[config.mk]
export PLATFORM = sky130hd
export DESIGN_NAME = wb_stage_lx_flat
export DESIGN_NICKNAME = d
export VERILOG_FILES = /design/src/rtl/wb_pkg.sv /design/src/rtl/wb_stage_lx_if.sv /design/src/rtl/wb_stage_lx_load_ext.sv /design/src/rtl/wb_stage_lx.sv /design/src/flat_wrapper.sv
export SDC_FILE = /design/constraint.sdc
export NUM_CORES = 1
export LEC_CHECK = 0
export BUFFER_PORTS_ARGS = -buffer_cell sky130_fd_sc_hd__buf_2
export CELL_PAD_IN_SITES_DETAIL_PLACEMENT = 1
export CELL_PAD_IN_SITES_GLOBAL_PLACEMENT = 2
export CORE_AREA = 2 2 116 118
export DETAILED_ROUTE_END_ITERATION = 10
export DIE_AREA = 0 0 118 120
export PLACE_DENSITY = 0.76
export SKIP_CTS_REPAIR_TIMING = 1
export SLEW_MARGIN = 20
export SYNTH_ARGS = -nofsm -noshare
export SYNTH_HDL_FRONTEND = slang
export SYNTH_HIERARCHICAL = 1
export SYNTH_SLANG_ARGS = --single-unit
export TNS_END_PERCENT = 5
[constraint.sdc]
create_clock -name clk -period 3.55 [get_ports clk]
set_input_delay 0 -clock clk [delete_from_list [all_inputs] [get_ports clk]]
set_output_delay 0 -clock clk [all_outputs]
set_load 0.02 [all_outputs]
[src/rtl/wb_pkg.sv]
// wb_pkg: load-type codes, write-back FSM states and offset-width helper
package wb_pkg;
  typedef enum logic [2:0] {
    LT_W  = 3'd0,
    LT_H  = 3'd1,
    LT_HU = 3'd2,
    LT_B  = 3'd3,
    LT_BU = 3'd4,
    LT_WU = 3'd5,
    LT_D  = 3'd6
  } load_type_e;
  typedef enum logic [1:0] {
    EMPTY = 2'd0,
    FULL  = 2'd1,
    WAIT  = 2'd2
  } state_e;
  function automatic int off_w(int dw);
    return $clog2(dw / 8);
  endfunction
endpackage

[src/rtl/wb_stage_lx_if.sv]
// wb_stage_lx_if: MEM handshake, memory response and register-file/hazard outputs of the write-back stage
//   master: drives m_* and dm_*; observes m_ready, rf_*, pend_*, exc_misalign, err_*
//   slave : the write-back stage itself
interface wb_stage_lx_if
  import wb_pkg::*;
#(
  parameter int DATA_W = 32,
  parameter int REG_AW = 5
);
  localparam int OW = off_w(DATA_W);
  logic              m_valid;
  logic              m_ready;
  logic              m_is_load;
  logic [2:0]        m_load_type;
  logic [OW-1:0]     m_offset;
  logic              m_reg_we;
  logic [REG_AW-1:0] m_rd;
  logic [DATA_W-1:0] m_alu;
  logic              dm_rvalid;
  logic [DATA_W-1:0] dm_rdata;
  logic              rf_we;
  logic [REG_AW-1:0] rf_waddr;
  logic [DATA_W-1:0] rf_wdata;
  logic              pend_valid;
  logic [REG_AW-1:0] pend_rd;
  logic              exc_misalign;
  logic              err_timeout;
  logic              err_spurious;
  modport master (
    output m_valid, m_is_load, m_load_type, m_offset, m_reg_we, m_rd, m_alu, dm_rvalid, dm_rdata,
    input  m_ready, rf_we, rf_waddr, rf_wdata, pend_valid, pend_rd, exc_misalign, err_timeout, err_spurious
  );
  modport slave (
    input  m_valid, m_is_load, m_load_type, m_offset, m_reg_we, m_rd, m_alu, dm_rvalid, dm_rdata,
    output m_ready, rf_we, rf_waddr, rf_wdata, pend_valid, pend_rd, exc_misalign, err_timeout, err_spurious
  );
endinterface

[src/rtl/wb_stage_lx_load_ext.sv]
// load_ext: little-endian sub-word select, sign/zero extension and alignment check for loads
//   data_i raw memory word, offset_i low address bits, type_i load-type code
//   data_o extended result, misalign_o offset not a multiple of the access size
module load_ext
  import wb_pkg::*;
#(
  parameter int DATA_W = 32
) (
  input  logic [DATA_W-1:0]        data_i,
  input  logic [off_w(DATA_W)-1:0] offset_i,
  input  logic [2:0]               type_i,
  output logic [DATA_W-1:0]        data_o,
  output logic                     misalign_o
);
  logic [DATA_W-1:0] sh;
  logic signed [DATA_W-1:0] sb, shw, sw;
  logic [2:0] lt;
  logic byt, half, word;
  // 32-bit builds have no wider-than-word loads, so LWU/LD collapse to LW
  assign lt = (DATA_W == 32 && (type_i == LT_WU || type_i == LT_D)) ? LT_W : type_i;
  assign byt = lt == LT_B || lt == LT_BU;
  assign half = lt == LT_H || lt == LT_HU;
  assign word = lt == LT_W || lt == LT_WU;
  assign sh = data_i >> {offset_i, 3'b000};
  assign sb = $signed(sh[7:0]);
  assign shw = $signed(sh[15:0]);
  assign sw = $signed(sh[31:0]);
  // anything that is not byte/half/word (LD, undefined codes) is a full-width access
  assign misalign_o = byt ? 1'b0 : half ? offset_i[0] : word ? |offset_i[1:0] : |offset_i;
  assign data_o = lt == LT_B  ? sb :
                  lt == LT_BU ? DATA_W'(sh[7:0]) :
                  lt == LT_H  ? shw :
                  lt == LT_HU ? DATA_W'(sh[15:0]) :
                  lt == LT_W  ? sw :
                  lt == LT_WU ? DATA_W'(sh[31:0]) : data_i;
endmodule

[src/rtl/wb_stage_lx.sv]
// wb_stage_lx: registered write-back stage with variable-latency load capture, misalignment and timeout detection
//   clk, reset (asynchronous, active-low)
//   bus (slave): m_* MEM handshake, dm_* load response, rf_* write/forwarding port,
//                pend_* waiting-load info, exc_misalign/err_timeout/err_spurious one-cycle pulses
module wb_stage_lx
  import wb_pkg::*;
#(
  parameter int DATA_W  = 32,
  parameter int REG_AW  = 5,
  parameter int TIMEOUT = 16
) (
  input logic          clk,
  input logic          reset,
  wb_stage_lx_if.slave bus
);
  localparam int OW = off_w(DATA_W);
  localparam int CW = TIMEOUT > 1 ? $clog2(TIMEOUT) : 1;
  state_e state_q, state_d;
  logic [CW-1:0] cnt_q, cnt_d;
  logic we_q, we_d, pv_q, pv_d, pwe_q, pwe_d;
  logic exc_q, exc_d, tmo_q, tmo_d, spur_q, spur_d;
  logic [REG_AW-1:0] waddr_q, waddr_d, prd_q, prd_d;
  logic [DATA_W-1:0] wdata_q, wdata_d, ext;
  logic [2:0] plt_q, plt_d;
  logic [OW-1:0] poff_q, poff_d;
  logic mis, waiting, accept;
  assign waiting = state_q == WAIT;
  assign accept = bus.m_valid && !waiting;
  // while waiting, the extender must use the parked load's type/offset, not whatever MEM presents
  load_ext #(.DATA_W(DATA_W)) u_ext (
    .data_i    (bus.dm_rdata),
    .offset_i  (waiting ? poff_q : bus.m_offset),
    .type_i    (waiting ? plt_q : bus.m_load_type),
    .data_o    (ext),
    .misalign_o(mis)
  );
  always_comb begin
    state_d = state_q;
    cnt_d = cnt_q;
    we_d = 1'b0;
    waddr_d = waddr_q;
    wdata_d = wdata_q;
    pv_d = pv_q;
    prd_d = prd_q;
    pwe_d = pwe_q;
    plt_d = plt_q;
    poff_d = poff_q;
    exc_d = 1'b0;
    tmo_d = 1'b0;
    spur_d = bus.dm_rvalid;
    if (waiting) begin
      if (bus.dm_rvalid) begin
        state_d = FULL;
        cnt_d = '0;
        we_d = pwe_q;
        waddr_d = prd_q;
        wdata_d = ext;
        pv_d = 1'b0;
        spur_d = 1'b0;
      end else if (cnt_q == CW'(TIMEOUT - 1)) begin
        state_d = EMPTY;
        cnt_d = '0;
        tmo_d = 1'b1;
        pv_d = 1'b0;
      end else cnt_d = cnt_q + CW'(1);
    end else if (accept) begin
      state_d = FULL;
      waddr_d = bus.m_rd;
      we_d = bus.m_reg_we && bus.m_rd != '0;
      if (!bus.m_is_load) wdata_d = bus.m_alu;
      else if (mis) begin
        we_d = 1'b0;
        exc_d = 1'b1;
      end else if (bus.dm_rvalid) begin
        wdata_d = ext;
        spur_d = 1'b0;
      end else begin
        state_d = WAIT;
        cnt_d = '0;
        we_d = 1'b0;
        pv_d = 1'b1;
        prd_d = bus.m_rd;
        pwe_d = bus.m_reg_we && bus.m_rd != '0;
        plt_d = bus.m_load_type;
        poff_d = bus.m_offset;
      end
    end else state_d = EMPTY;
  end
  always_ff @(posedge clk or negedge reset)
    if (!reset) begin
      state_q <= EMPTY;
      cnt_q <= '0;
      we_q <= 1'b0;
      waddr_q <= '0;
      wdata_q <= '0;
      pv_q <= 1'b0;
      prd_q <= '0;
      pwe_q <= 1'b0;
      plt_q <= '0;
      poff_q <= '0;
      exc_q <= 1'b0;
      tmo_q <= 1'b0;
      spur_q <= 1'b0;
    end else begin
      state_q <= state_d;
      cnt_q <= cnt_d;
      we_q <= we_d;
      waddr_q <= waddr_d;
      wdata_q <= wdata_d;
      pv_q <= pv_d;
      prd_q <= prd_d;
      pwe_q <= pwe_d;
      plt_q <= plt_d;
      poff_q <= poff_d;
      exc_q <= exc_d;
      tmo_q <= tmo_d;
      spur_q <= spur_d;
    end
  // held low during reset so every output reads 0 while reset is asserted
  assign bus.m_ready = reset && !waiting;
  assign bus.rf_we = we_q;
  assign bus.rf_waddr = waddr_q;
  assign bus.rf_wdata = wdata_q;
  assign bus.pend_valid = pv_q;
  assign bus.pend_rd = prd_q;
  assign bus.exc_misalign = exc_q;
  assign bus.err_timeout = tmo_q;
  assign bus.err_spurious = spur_q;
endmodule

[src/flat_wrapper.sv]
// flat-port wrapper written by rule: the top's interface ports become plain ports
module wb_stage_lx_flat import wb_pkg::*;
#(
  parameter int DATA_W  = 32,
  parameter int REG_AW  = 5,
  parameter int TIMEOUT = 16
)
  (clk, reset, bus_m_valid, bus_m_is_load, bus_m_load_type, bus_m_offset, bus_m_reg_we, bus_m_rd, bus_m_alu, bus_dm_rvalid, bus_dm_rdata, bus_m_ready, bus_rf_we, bus_rf_waddr, bus_rf_wdata, bus_pend_valid, bus_pend_rd, bus_exc_misalign, bus_err_timeout, bus_err_spurious);
  wb_stage_lx_if #(.DATA_W(DATA_W), .REG_AW(REG_AW)) bus_i ();
  input logic clk;
  input logic reset;
  input wire logic [$bits(bus_i.m_valid)-1:0] bus_m_valid;
  input wire logic [$bits(bus_i.m_is_load)-1:0] bus_m_is_load;
  input wire logic [$bits(bus_i.m_load_type)-1:0] bus_m_load_type;
  input wire logic [$bits(bus_i.m_offset)-1:0] bus_m_offset;
  input wire logic [$bits(bus_i.m_reg_we)-1:0] bus_m_reg_we;
  input wire logic [$bits(bus_i.m_rd)-1:0] bus_m_rd;
  input wire logic [$bits(bus_i.m_alu)-1:0] bus_m_alu;
  input wire logic [$bits(bus_i.dm_rvalid)-1:0] bus_dm_rvalid;
  input wire logic [$bits(bus_i.dm_rdata)-1:0] bus_dm_rdata;
  output wire logic [$bits(bus_i.m_ready)-1:0] bus_m_ready;
  output wire logic [$bits(bus_i.rf_we)-1:0] bus_rf_we;
  output wire logic [$bits(bus_i.rf_waddr)-1:0] bus_rf_waddr;
  output wire logic [$bits(bus_i.rf_wdata)-1:0] bus_rf_wdata;
  output wire logic [$bits(bus_i.pend_valid)-1:0] bus_pend_valid;
  output wire logic [$bits(bus_i.pend_rd)-1:0] bus_pend_rd;
  output wire logic [$bits(bus_i.exc_misalign)-1:0] bus_exc_misalign;
  output wire logic [$bits(bus_i.err_timeout)-1:0] bus_err_timeout;
  output wire logic [$bits(bus_i.err_spurious)-1:0] bus_err_spurious;
  assign bus_i.m_valid = bus_m_valid;
  assign bus_i.m_is_load = bus_m_is_load;
  assign bus_i.m_load_type = bus_m_load_type;
  assign bus_i.m_offset = bus_m_offset;
  assign bus_i.m_reg_we = bus_m_reg_we;
  assign bus_i.m_rd = bus_m_rd;
  assign bus_i.m_alu = bus_m_alu;
  assign bus_i.dm_rvalid = bus_dm_rvalid;
  assign bus_i.dm_rdata = bus_dm_rdata;
  assign bus_m_ready = bus_i.m_ready;
  assign bus_rf_we = bus_i.rf_we;
  assign bus_rf_waddr = bus_i.rf_waddr;
  assign bus_rf_wdata = bus_i.rf_wdata;
  assign bus_pend_valid = bus_i.pend_valid;
  assign bus_pend_rd = bus_i.pend_rd;
  assign bus_exc_misalign = bus_i.exc_misalign;
  assign bus_err_timeout = bus_i.err_timeout;
  assign bus_err_spurious = bus_i.err_spurious;
  wb_stage_lx #(.DATA_W(DATA_W), .REG_AW(REG_AW), .TIMEOUT(TIMEOUT)) u_core (.clk(clk), .reset(reset), .bus(bus_i));
endmodule
# [Word-level counts from Yosys, hierarchy flattened]
# Cells that the tools add are included.
[classes] addsub=1 n_eq_ne=14 shifts=1 n_mux=57 n_bitwise=3 n_reduce_logical=17
[ops] operator="$mux 32" n=11
[ops] operator="$shr 32x5->32" n=1
[ops] operator="$mux 4" n=7
[ops] operator="$mux 1" n=26
[ops] operator="$mux 2" n=8
[ops] operator="$mux 5" n=3
[ops] operator="$eq 3x3->1 const B" n=4
[ops] operator="$reduce_and 5->1" n=2
[ops] operator="$eq 3x2->1 const B" n=2
[ops] operator="$mux 3" n=2
[ops] operator="$ne 3x3->1 const B" n=2
[ops] operator="$reduce_bool 5->1" n=1
[ops] operator="$add 4x1->4 const B" n=1
[ops] operator="$eq 4x4->1 const B" n=1
[ops] operator="$ne 2x2->1 const B" n=2
[ops] operator="$reduce_and 2->1" n=2
[ops] operator="$reduce_and 4->1" n=1
[ops] operator="$reduce_bool 2->1" n=2
[ops] operator="$eq 3x1->1 const B" n=1
[ops] operator="$logic_and 1x1->1" n=3
[ops] operator="$logic_not 3->1" n=1
[ops] operator="$logic_or 1x1->1" n=3
[ops] operator="$not 1->1" n=3
[ops] operator="$eq 2x2->1 const B" n=1
[ops] operator="other kinds (3)" n=3
[totals] reg_bits=59 inputBits=80 output_inout_bits=48 wordCells=106

# [Logic depth before layout (Yosys ltp)]
[logic_depth] word_depth=17 mapped_depth=15 depth_no_buf=10

# [Modules after synthesis]
# The synthesis kept the hierarchy.
[by_module_without_submodules] module="wb_stage_lx" n_inst=1 cells_per_inst=229 area_per_inst_um2=2656.3 seq_area_each_um2=1476.4
[by_module_without_submodules] module="load_ext" n_inst=1 cells_per_inst=167 area_per_inst_um2=1169.9 seq_area_each_um2=0.0

# [Worst setup path after synthesis]
# OpenSTA, ideal clock, no wires.
[synth_timing] path_kind="reg2reg" start="reg u_core.state_q[0]" end="reg u_core.wdata_q[17], in the netlist u_core/bus.rf_wdata[17]" setup_time_ns=0.121 arrival_ns=2.823 t_required_ns=3.429 path_slack_ns=0.606 path_stages_with_launch=15 path_buffers=5 synth_period_minus_slack_ns=2.944 cell_sequence="dfrtp_1 -> nor2b_1 -> clkbuf_1 -> nand2_1 -> nand2_1 -> buf_6 -> clkbuf_1 -> buf_2 -> o21ai_0 -> a211oi_1 -> nand2_1 -> a21oi_1 -> a21oi_2 -> buf_2 -> o22a_1"
[synth_between] word_cells_on_any_way=35 cone_classes="eq/ne (9); shift (1); mux (16); reduce/logical (9)"
[synth_lines] item="start: declaration" line="wb_stage_lx.sv:18" source="state_e state_q, state_d;"
[synth_lines] item="start signal: assignment" line="wb_stage_lx.sv:105" source="state_q <= state_d;"
[synth_lines] item="$eq 2x2->1 (*)" line="wb_stage_lx.sv:27" source="assign waiting = state_q == WAIT;"
[synth_lines] item="$mux 3" line="wb_stage_lx.sv:33" source=".type_i (waiting ? plt_q : bus.m_load_type),"
[synth_lines] item="$eq 3x3->1" line="wb_stage_lx_load_ext.sv:20" source="assign lt = (DATA_W == 32 && (type_i == LT_WU || type_i == LT_D)) ? LT_W : type_i;"
[synth_lines] item="$logic_or 1x1->1" line="wb_stage_lx_load_ext.sv:20"
[synth_lines] item="$mux 3" line="wb_stage_lx_load_ext.sv:20"
[synth_lines] item="$eq 3x1->1 or $eq 3x2->1 (tied branches)" line="wb_stage_lx_load_ext.sv:22" source="assign half = lt == LT_H || lt == LT_HU;"
[synth_lines] item="$logic_or 1x1->1" line="wb_stage_lx_load_ext.sv:22"
[synth_lines] item="$mux 1" line="wb_stage_lx_load_ext.sv:29" source="assign misalign_o = byt ? 1'b0 : half ? offset_i[0] : word ? |offset_i[1:0] : |offset_i;"
[synth_lines] item="$mux 1 (*)" line="wb_stage_lx_load_ext.sv:29"
[synth_lines] item="net u_core.mis" line="wb_stage_lx.sv:26" source="logic mis, waiting, accept;"
[synth_lines] item="$ne 3x3->1 (no source line) (*)"
[synth_lines] item="$reduce_and 2->1 (no source line) (*)"
[synth_lines] item="end signal: assignment" line="wb_stage_lx.sv:109" source="wdata_q <= wdata_d;"
[synth_lines] item="end: declaration" line="wb_stage_lx.sv:23" source="logic [DATA_W-1:0] wdata_q, wdata_d, ext;"
# Mark *: on every way through the listed nets, which the timed path passes. The rest lies on a longest branch. The select of a mux whose other input is x is not followed.
# A chain may end at the register's enable or synchronous reset.

# [Final worst setup path]
[layout_timing] start="reg u_core.state_q[0]" end="reg u_core.poff_q[1]"
[layout_between] elab_chain_len=11 word_cells_on_any_way=21 cone_classes="eq/ne (7); mux (5); bitwise (2); reduce/logical (7)"
[layout_lines] item="$eq 2x2->1 (*)" line="wb_stage_lx.sv:27"
[layout_lines] item="$mux 3" line="wb_stage_lx.sv:33"
[layout_lines] item="$eq 3x3->1" line="wb_stage_lx_load_ext.sv:20"
[layout_lines] item="$logic_or 1x1->1" line="wb_stage_lx_load_ext.sv:20"
[layout_lines] item="$mux 3" line="wb_stage_lx_load_ext.sv:20"
[layout_lines] item="$eq 3x1->1 or $eq 3x2->1 (tied branches)" line="wb_stage_lx_load_ext.sv:22"
[layout_lines] item="$logic_or 1x1->1" line="wb_stage_lx_load_ext.sv:22"
[layout_lines] item="$mux 1" line="wb_stage_lx_load_ext.sv:29"
[layout_lines] item="$mux 1 (*)" line="wb_stage_lx_load_ext.sv:29"
[layout_lines] item="net u_core.mis" line="wb_stage_lx.sv:26"
[layout_lines] item="$not 1->1 (no source line) (*)"
[layout_lines] item="$reduce_and 5->1 (no source line) (*)"
[layout_lines] item="end signal: assignment" line="wb_stage_lx.sv:114" source="poff_q <= poff_d;"
[layout_lines] item="end: declaration" line="wb_stage_lx.sv:25" source="logic [OW-1:0] poff_q, poff_d;"
# Mark *: on every way through the listed nets, which the timed path passes. The rest lies on a longest branch.

==> out/qor.csv <==
metric,value,unit
Worst-Margin Slew,805,ps
dominant register cell in the synthesized netlist,sky130_fd_sc_hd__dfrtp_1,
Root Buffer Master,sky130_fd_sc_hd__clkbuf_16,
final critical-path share of the clock period,0.894,
initial cell density of the core,0.295,
post-place setup slack,493,ps
count of routing violations after the opening detailed-route iteration,227,
number of detailed-route iterations in the first pass,4,
number of nets in the layout,607,
peak supply drop,214,uV
layout cell share with drive strength beyond 1,0.354,
critical path peak fanout,11,
first-pass GRT wire length,21900,um
share of Yosys cell area claimed by the top area cell type,0.386,
routed length per placed instance,19.3,um
most common cell in the netlist,sky130_fd_sc_hd__o22a_1,
Non-Filler Instances,708,
setup slack of the worst register-to-register path,380,ps
Post-Route Setup TNS,0,ps
asr flop ratio synth,1.00,
power per cell area,531,nW/um^2
#FFs+latches synth,59,
overall fraction of global-route tracks in use,0.198,
# clock sinks,59,
tightest slew margin relative to the limit,0.463,
startpoint-to-endpoint class of the critical path,reg -> reg,
growth of design area from synthesis to finish,31.4,%
Worst EP arrival,3400,ps
WHS,-7.42,ps
Mapped Avg Cell Area,9.66,um^2
count of filler cells inserted in the layout,1523,
fraction of power consumed by sequential logic,0.340,
net count of the mapped netlist,477,
PnR worst setup slack,377,ps
Hold Crit Class,in -> reg,
Antenna Violating Nets Remaining,0,
failing checks,negative hold slack,
most instantiated cells after synthesis,"65 x sky130_fd_sc_hd__o22a_1, 59 x sky130_fd_sc_hd__dfrtp_1, 35 x sky130_fd_sc_hd__nand2_1",
Syn Inst Count,396,
post-synthesis instance area,3830,um^2
via count of the first global-routing pass,3886,
Switch Pwr,918,uW
buffer levels on the longest clock path,2,
number of synthesized flops with an enable pin,0,
Crit. End Element,flop,
die width,118,um
share of the yosys chip area belonging to registers,0.386,
TritonCTS clock tree,yes,
post-detailed-placement half-perimeter wirelength,10400,um
detailed-route via count,3666,
count of warnings emitted by yosys,6,
die boundary height,120,um
largest net degree at the start of global routing,41,
share of total power in the clock network,0.326,
Final GP Congestion,0.823,
TritonCTS buffer count,9,
Die ar.,14200,um^2
standard cell core area,13000,um^2
Worst EP required,3770,ps
cell type with the largest total area after synthesis,sky130_fd_sc_hd__dfrtp_1,
number of antenna violations at the first check in global routing,1,
internal portion of total power,1750,uW
part of the total power dissipated in combinational logic,0.334,
proportion of total power due to net switching,0.344,
result of the run,"finished, violations left",
number of cells in the design after placement,679,
CTS H-tree depth,3,
I/O pin count,128,
GRT overflow,0,
leakage,0.00232,uW
largest clock skew in the final design,9.74,ps
clock latency at the later pin of the worst-skew pair,340,ps
setup repair after global routing missed its margin,false,
port bufs,127,
Max Slew Vio Count,0,
vias per cell,5.18,
number of rows created at floorplan,42,
"Clk pin slew, worst setup/hold paths",50,ps
Period minus WS final,3170,ps
crit path launch type,flop,
upper clock frequency limit,0.315,GHz
cells taking the most area after synthesis,"sky130_fd_sc_hd__dfrtp_1 39%, sky130_fd_sc_hd__o22a_1 15%, sky130_fd_sc_hd__nand2_1 3.4%, sky130_fd_sc_hd__mux2_2 3.2%, sky130_fd_sc_hd__a21oi_1 3.0%",
max-cap viol count,0,
aggregate routed wire length,13700,um
number of hold violations in the final report,3,
total of endpoints with negative setup slack in the final report,0,
DRC,0,
number of distinct standard cells referenced by the synthesized netlist,58,
[per-layer routing]
metal  track usage  vias to the layer above  routed length [um]
li1              -                     1772                   -
met2         0.309                      112                6380
met5             0                        -                   0
met1         0.262                     1762                6200
met3        0.0594                       20                 868
met4        0.0633                        0                 237
[power by group through the flow]
stage	sequential, uW	clock [uW]	combinational (uW)
floorplan	1040	0	431
global placement	911	0	868
detailed placement	915	0	885
CTS	908	890	887
global route	925	924	964
finish	906	871	891
[state kept, by name, indices dropped and copies added (netlist names)]
| register | cells |
|---|---|
| u_core/bus.rf_wdata | 32 |
| u_core/plt_q | 3 |
| u_core/pwe_q | 1 |
| u_core/bus.err_spurious | 1 |
| u_core/poff_q | 2 |
| u_core/bus.pend_valid | 1 |
| u_core/state_q | 2 |
| u_core/bus.rf_waddr | 5 |
| u_core/bus.err_timeout | 1 |
| u_core/bus.rf_we | 1 |
| u_core/cnt_q | 4 |
| u_core/bus.exc_misalign | 1 |
| u_core/bus.pend_rd | 5 |
[cell families (layout without fill, tap and decap cells)]
group | Yosys count | count (layout) | share of synthesized area
and+or+nand+nor | 81 | 81 | 0.115
buffers and inverters | 50 | 185 | 0.0621
DFF | 59 | 59 | 0.386
adders and majority gates | 1 | 1 | 0.00327
xor gates and xnor gates | 1 | 1 | 0.00229
other | 0 | 1 | 0
muxes | 19 | 19 | 0.0654
AOI/OAI and AO/OA | 185 | 185 | 0.366
[per-stage QoR]
step / instance area, um^2 / total power (uW) / hold slack [ps] / utilization
global placement: 4610 / 1780 / 117 / 0.355
floorplan: 3830 / 1470 / -296 / -
detailed placement: 4610 / 1800 / 129 / 0.355
CTS: 4900 / 2690 / -230 / 0.378
finish: 5030 / 2670 / -7.42 / 0.387
global route: 5020 / 2810 / 14.9 / 0.387
[worst max-delay path, stage by stage, from the launching register on]
cell	delay, ps
sky130_fd_sc_hd__dfrtp_1	380
sky130_fd_sc_hd__nand2b_1	330
sky130_fd_sc_hd__nand2_1	160
sky130_fd_sc_hd__nand2_1	220
sky130_fd_sc_hd__nand2_1	230
sky130_fd_sc_hd__o21ai_0	120
sky130_fd_sc_hd__a211oi_1	450
sky130_fd_sc_hd__nand3b_1	230
sky130_fd_sc_hd__or3_1	340
sky130_fd_sc_hd__buf_4	250
sky130_fd_sc_hd__mux2_2	340
[cell usage in the layout, fill, tap and decap left out, drive strengths merged, types with 13 or more instances in the layout]
cell type,count
nor2b,18
o22a,65
o21ai,29
dfrtp,59
mux2,17
o22ai,13
nand2,35
a21oi,24
inv,18
buf,139
[final cells by class]
| type | instances | area (um^2) | area share |
|---|---|---|---|
| well taps | 176 | 220 | 0.0438 |
| repair buffers | 151 | 846 | 0.168 |
| clock buffers | 11 | 243 | 0.0483 |
| multi-input cells | 287 | 2120 | 0.422 |
| flip-flops and latches | 59 | 1480 | 0.294 |
| diodes | 1 | 2.50 | 0.000498 |
| clock inverters | 5 | 52.6 | 0.0105 |
| inverters | 18 | 67.6 | 0.0134 |
[path summary, 6_finish.rpt]
kind                                                   startpoint                            endpoint  depth (start not counted)
worst max-delay path                u_core/state_q[0]$_DFFE_PN0P_        u_core/poff_q[1]$_DFFE_PN0P_                         10
worst max register to register      u_core/state_q[0]$_DFFE_PN0P_        u_core/poff_q[1]$_DFFE_PN0P_                         10
max in group asynchronous                                   reset  u_core/bus.rf_wdata[9]$_DFFE_PN0P_                          3
worst min-delay path                                 bus_m_reg_we          u_core/bus.rf_we$_DFF_PN0_                          3
min in group asynchronous                                   reset        u_core/poff_q[0]$_DFFE_PN0P_                          2
worst min register to register  u_core/bus.pend_valid$_DFFE_PN0P_   u_core/bus.pend_valid$_DFFE_PN0P_                          2
No activity file was read; power rests on OpenSTA's default activity.
